### src/rtl/count_seg_display.sv
// Display stage for the counter FSM: sequential double-dabble of the 8-bit count
// into three BCD digits, plus a time-multiplexed 3-digit 7-segment driver.
module count_seg_display #(
    parameter int REFRESH_DIV  = 50000,
    parameter bit COMMON_ANODE = 1'b1
) (
    input  logic        clk,
    input  logic        rst,
    input  logic [7:0]  count_in,
    input  logic        skip_flag,
    output logic [6:0]  seg,
    output logic        dp,
    output logic [2:0]  an,
    output logic [11:0] bcd,
    output logic        bcd_valid
);
    localparam int             CW       = $clog2(REFRESH_DIV);
    localparam logic [CW-1:0]  REF_LAST = CW'(REFRESH_DIV - 1);
    localparam logic [6:0]     SEG_POL  = {7{COMMON_ANODE}};
    localparam logic [2:0]     AN_POL   = {3{COMMON_ANODE}};
    localparam logic [6:0]     SEG_ZERO = 7'b0111111;

    typedef enum logic [1:0] {
        S_IDLE  = 2'd0,
        S_SHIFT = 2'd1,
        S_DONE  = 2'd2
    } state_t;

    // ------------------------------------------------------------------
    // Conversion engine
    // ------------------------------------------------------------------
    state_t      r_state, w_state_next;
    logic [19:0] r_shift, w_shift_next;
    logic [2:0]  r_iter,  w_iter_next;
    logic [7:0]  r_capt,  w_capt_next;
    logic [7:0]  r_last,  w_last_next;
    logic        r_force, w_force_next;
    logic [11:0] r_bcd,   w_bcd_next;
    logic        r_valid, w_valid_next;

    logic [19:0] w_adj;
    logic [19:0] w_shifted;

    // Add-3 correction on each BCD nibble before the shift.
    genvar gi;
    generate
        for (gi = 0; gi < 3; gi++) begin : g_adj
            localparam int LSB = 8 + 4 * gi;
            assign w_adj[LSB +: 4] = (r_shift[LSB +: 4] >= 4'd5) ?
                                     (r_shift[LSB +: 4] + 4'd3) : r_shift[LSB +: 4];
        end
    endgenerate
    assign w_adj[7:0] = r_shift[7:0];
    assign w_shifted  = w_adj << 1;

    always_comb begin
        w_state_next = r_state;
        w_shift_next = r_shift;
        w_iter_next  = r_iter;
        w_capt_next  = r_capt;
        w_last_next  = r_last;
        w_force_next = r_force;
        w_bcd_next   = r_bcd;
        w_valid_next = 1'b0;
        case (r_state)
            S_IDLE: begin
                if ((count_in != r_last) || r_force) begin
                    w_shift_next = {12'd0, count_in};
                    w_capt_next  = count_in;
                    w_force_next = 1'b0;
                    w_iter_next  = 3'd0;
                    w_state_next = S_SHIFT;
                end
            end
            S_SHIFT: begin
                w_shift_next = w_shifted;
                w_iter_next  = r_iter + 3'd1;
                if (r_iter == 3'd7) begin
                    w_state_next = S_DONE;
                end
            end
            S_DONE: begin
                w_bcd_next   = r_shift[19:8];
                w_last_next  = r_capt;
                w_valid_next = 1'b1;
                w_state_next = S_IDLE;
            end
            default: begin
                w_state_next = S_IDLE;
            end
        endcase
    end

    always_ff @(posedge clk) begin
        if (rst) begin
            r_state <= S_IDLE;
            r_shift <= 20'd0;
            r_iter  <= 3'd0;
            r_capt  <= 8'd0;
            r_last  <= 8'd0;
            r_force <= 1'b1;
            r_bcd   <= 12'd0;
            r_valid <= 1'b0;
        end else begin
            r_state <= w_state_next;
            r_shift <= w_shift_next;
            r_iter  <= w_iter_next;
            r_capt  <= w_capt_next;
            r_last  <= w_last_next;
            r_force <= w_force_next;
            r_bcd   <= w_bcd_next;
            r_valid <= w_valid_next;
        end
    end

    assign bcd       = r_bcd;
    assign bcd_valid = r_valid;

    // ------------------------------------------------------------------
    // Digit scan
    // ------------------------------------------------------------------
    logic [CW-1:0] r_refresh;
    logic [1:0]    r_digit;
    logic          r_skip;

    always_ff @(posedge clk) begin
        if (rst) begin
            r_refresh <= '0;
            r_digit   <= 2'd0;
        end else if (r_refresh == REF_LAST) begin
            r_refresh <= '0;
            r_digit   <= (r_digit == 2'd2) ? 2'd0 : (r_digit + 2'd1);
        end else begin
            r_refresh <= r_refresh + 1'b1;
        end
    end

    function automatic logic [6:0] seg_decode(input logic [3:0] d);
        case (d)
            4'd0:    seg_decode = 7'b0111111;
            4'd1:    seg_decode = 7'b0000110;
            4'd2:    seg_decode = 7'b1011011;
            4'd3:    seg_decode = 7'b1001111;
            4'd4:    seg_decode = 7'b1100110;
            4'd5:    seg_decode = 7'b1101101;
            4'd6:    seg_decode = 7'b1111101;
            4'd7:    seg_decode = 7'b0000111;
            4'd8:    seg_decode = 7'b1111111;
            4'd9:    seg_decode = 7'b1101111;
            default: seg_decode = 7'b0000000;
        endcase
    endfunction

    logic [3:0] w_nibble;
    logic       w_blank;
    logic [2:0] w_an_ah;
    logic [6:0] w_seg_ah;
    logic       w_dp_ah;

    // Leading-zero blanking looks at the latched result, never the shifter.
    always_comb begin
        w_nibble = r_bcd[3:0];
        w_blank  = 1'b0;
        w_an_ah  = 3'b001;
        case (r_digit)
            2'd1: begin
                w_nibble = r_bcd[7:4];
                w_blank  = (r_bcd[11:4] == 8'd0);
                w_an_ah  = 3'b010;
            end
            2'd2: begin
                w_nibble = r_bcd[11:8];
                w_blank  = (r_bcd[11:8] == 4'd0);
                w_an_ah  = 3'b100;
            end
            default: begin
                w_nibble = r_bcd[3:0];
                w_blank  = 1'b0;
                w_an_ah  = 3'b001;
            end
        endcase
        w_seg_ah = w_blank ? 7'b0000000 : seg_decode(w_nibble);
        w_dp_ah  = (r_digit == 2'd0) && r_skip;
    end

    logic [6:0] r_seg;
    logic [2:0] r_an;
    logic       r_dp;

    always_ff @(posedge clk) begin
        if (rst) begin
            r_skip <= 1'b0;
            r_seg  <= SEG_ZERO ^ SEG_POL;
            r_an   <= 3'b001 ^ AN_POL;
            r_dp   <= COMMON_ANODE;
        end else begin
            r_skip <= skip_flag;
            r_seg  <= w_seg_ah ^ SEG_POL;
            r_an   <= w_an_ah ^ AN_POL;
            r_dp   <= w_dp_ah ^ COMMON_ANODE;
        end
    end

    assign seg = r_seg;
    assign an  = r_an;
    assign dp  = r_dp;

endmodule

### config.mk
export PLATFORM = sky130hd
export DESIGN_NAME = count_seg_display
export DESIGN_NICKNAME = d
export VERILOG_FILES = /design/src/rtl/count_seg_display.sv
export SDC_FILE = /design/constraint.sdc
export NUM_CORES = 1
export LEC_CHECK = 0
export ABC_AREA = 1
export CORE_ASPECT_RATIO = 0.7
export CORE_MARGIN = 1.5
export CORE_UTILIZATION = 40
export CTS_BUF_LIST = sky130_fd_sc_hd__clkbuf_16
export CTS_CLUSTER_SIZE = 25
export DETAILED_ROUTE_END_ITERATION = 7
export SETUP_SLACK_MARGIN = 0.15
export SLEW_MARGIN = 15
export SYNTH_ARGS = -nofsm -noshare
export SYNTH_HDL_FRONTEND = slang
export SYNTH_SLANG_ARGS = --single-unit
### constraint.sdc
create_clock -name clk -period 1.89 [get_ports clk]
set_clock_uncertainty 0.1 [all_clocks]
set_input_delay 0.567 -clock clk [delete_from_list [all_inputs] [get_ports clk]]
set_output_delay 0.567 -clock clk [all_outputs]
set_load 0.005 [all_outputs]
==> reports/qor.yml <==
io_pins: 35
reg2reg_depth: 10
tightest_slew_ps: 361
path_cells: "inv_4 -> ha_4 -> buf_6 -> o21ai_4 -> buf_6 -> ha_4 -> o21ai_2 -> nor2_1 -> nor2_1 -> nor2_1"
ys.flop_type: "dfxtp_1"
ff2ff_setup_slack_ps: 110
drt-initial-drc-count: 231
wire_per_inst_um: 13.2
cp_max_fo: 6
setup_violations: 0
vias: 3638
drive_above_1_share_pct: 25.2
clock.fmax_mhz: 561
cp_data_required_time_ps: 2000
clockBufferDepth: 2
grt_pass1_wl_mm: 15.7
cts_made_buffers: 9
clock-sinks: 85
synth_warnings: 0
htreeDepth: 3
first_pass_iters: 5
critPathLaunchType: "register"
stdcell_count: 736
async_flop_share_pct: 0
path_class: "register to register"
reg2reg_from: "r_digit[0]"
drv_cap: 0
dp.cells: 699
min_to: "dp"
core_mm2: 0.00972
placed_cell_area_mm2: 0.00469
routed_via_density: 4.94
syn_area_mm2: 0.00401
grt_usage_pct: 18.9
worstHoldStart: "r_skip"
antenna_left: 0
initial_core_util_pct: 41.2
clock-root-buffer: "clkbuf_16"
nNetsFinal: 632
insertion_delay_ps: 340
gp_congestion: 0.821
fin_crit_sh_pct: 94.3
fp.dieH_um: 86.7
yosysUniqueCellTypes: 37
min_period_ps: 1780
finalPower_w: 0.00415
cp_common_cell: "nor2_1"
post-dp-hpwl_mm: 6.56
synth_seq_cells: 85
antenna_found_initial: 0
port_buffers: 34
avgSynthCellArea_um2: 7.55
power_leakage_nw: 2.21
cpPeakStageDelay_ps: 360
areaGrowthSynthToFinish_pct: 35.2
slew-limit-headroom_pct: 76.0
die-area_mm2: 0.0106
power_density_mw_per_mm2: 766
seq_area_frac_synth_pct: 42.5
grt_max_degree: 26
fp-row-count: 30
rsz0062_at_grt: "true"
finish.utilization_pct: 55.7
drc: 0
peakVddDrop_uv: 469
fillers: 863
synth_edf_count: 0
mostFrequentLayoutCells: "74 x nand2_1, 71 x dfxtp_1, 56 x nor2_1"
grt_pass1_vias: 3363
status: "finished, final reports clean"
crit_slowest_cell: "dfxtp_2"
critPathCaptureType: "register"
syn_inst: 531
design_area_mm2: 0.00542
path_clk_slew_ps: 60
crit_arrival_ps: 1900
synthesis.nets: 560
layout_commonest_cell: "nand2_1"
hp-class: "register to register"
fp.dieW_um: 123
r2r-end: "seg[0]"
slew_violations: 0
insertedDiodeCount: 0
globalRoute.totalOverflow: 0
drt_wl_total_mm: 9.70
cts_tree: "built"
whs_path_depth: 1
hold_viol_final: 0
[Yosys cell counts, types with 2 or more instances]
cell type | number | share of area [%]
o21ai_0 | 38 | 4.7
buf_4 | 2 | 0.37
a31oi_1 | 3 | 0.47
a21oi_2 | 8 | 1.7
or2_2 | 7 | 1.1
ha_1 | 18 | 5.6
nor2_2 | 5 | 0.78
buf_2 | 5 | 0.62
a21oi_1 | 50 | 6.2
dfxtp_1 | 85 | 42
nor3b_1 | 3 | 0.56
nand3_2 | 8 | 2.0
inv_1 | 59 | 5.5
nand2_2 | 4 | 0.62
nor3_1 | 10 | 1.2
nand2_1 | 81 | 7.6
clkbuf_1 | 9 | 0.84
inv_2 | 3 | 0.28
nand3_1 | 44 | 5.5
nand4_1 | 9 | 1.4
xor2_1 | 4 | 0.87
nor2_1 | 60 | 5.6
o21ai_1 | 2 | 0.25
[worst max-delay path, delay by kind of cell (launching register included)]
family	cells	cell delay (ps)
compound gates	2	190
flops	1	360
buf+inv	3	340
fa+ha+maj	2	460
simple gates	3	210
[report_power, final]
| group | internal, W | leakage, nW | switching, W |
|---|---|---|---|
| logic | 0.000144 | 1.34 | 0.000172 |
| clock network | 0.00129 | 0.167 | 0.000701 |
| registers | 0.00183 | 0.700 | 0.0000247 |
[layer usage]
metal | vias up | wire, µm | global-route usage [%]
met5 | - | 0 | 0
met3 | 15 | 370 | 5.07
met2 | 62 | 4280 | 29.5
met4 | 0 | 176 | 7.29
li1 | 1884 | - | -
met1 | 1677 | 4880 | 25.2
[worst max-delay path by stage]
stage	endpoint	start	slack [ps]
2_1_floorplan	seg[3]	r_digit[0]	150
3_3_place_gp	r_shift[3]	count_in[7]	-280
3_5_place_dp	r_shift[5]	count_in[7]	-330
4_1_cts	seg[3]	r_digit[0]	120
5_1_grt	seg[0]	r_digit[0]	30
6_report	seg[0]	r_digit[0]	110
[through the flow]
step                      hold slack [ps]  TNS [ps]  setup slack (ps)
after floorplan                       269         0               153
after global placement                282     -7510              -285
after detailed placement              279     -8890              -327
after CTS                             293         0               116
after global routing                  313         0              28.0
final                                 294         0               107
[cell families after synthesis]
group / after synthesis / share of synthesized area [%]
XOR/XNOR: 4 / 0.874
AND/OR/NAND/NOR: 238 / 28.4
AO/OA/AOI/OAI: 104 / 14.0
flip-flops: 85 / 42.5
buffers and inverters: 82 / 8.62
adder cells (fa/ha/maj): 18 / 5.62
[final cells by class]
type	count	area, µm²	area share (%)
multi-input cells	364	2190	40.5
clock inverters	7	113	2.08
repair buffers	80	747	13.8
inverters	63	248	4.57
well taps	128	160	2.96
clock buffers	9	225	4.16
flip-flops and latches	85	1730	32.0
[repair_timing]
action / CTS / global route
setup buffers: 14 / 6
gates resized for setup: 78 / 32
gates cloned: 0 / 1
hold buffers: 0 / 0
setup endpoints to repair: 60 / 21
hold endpoints to repair: 0 / 0
pin swaps: 19 / 23
[registers in the layout, indices dropped and copies added, names as in the netlist]
register / flops
r_shift: 20
r_refresh: 16
bcd: 12
r_capt: 8
r_last: 8
seg: 7
an: 3
r_iter: 3
r_digit: 2
r_state: 2
bcd_valid: 1
dp: 1
r_force: 1
r_skip: 1
No activity file was read; power rests on OpenSTA's default activity.
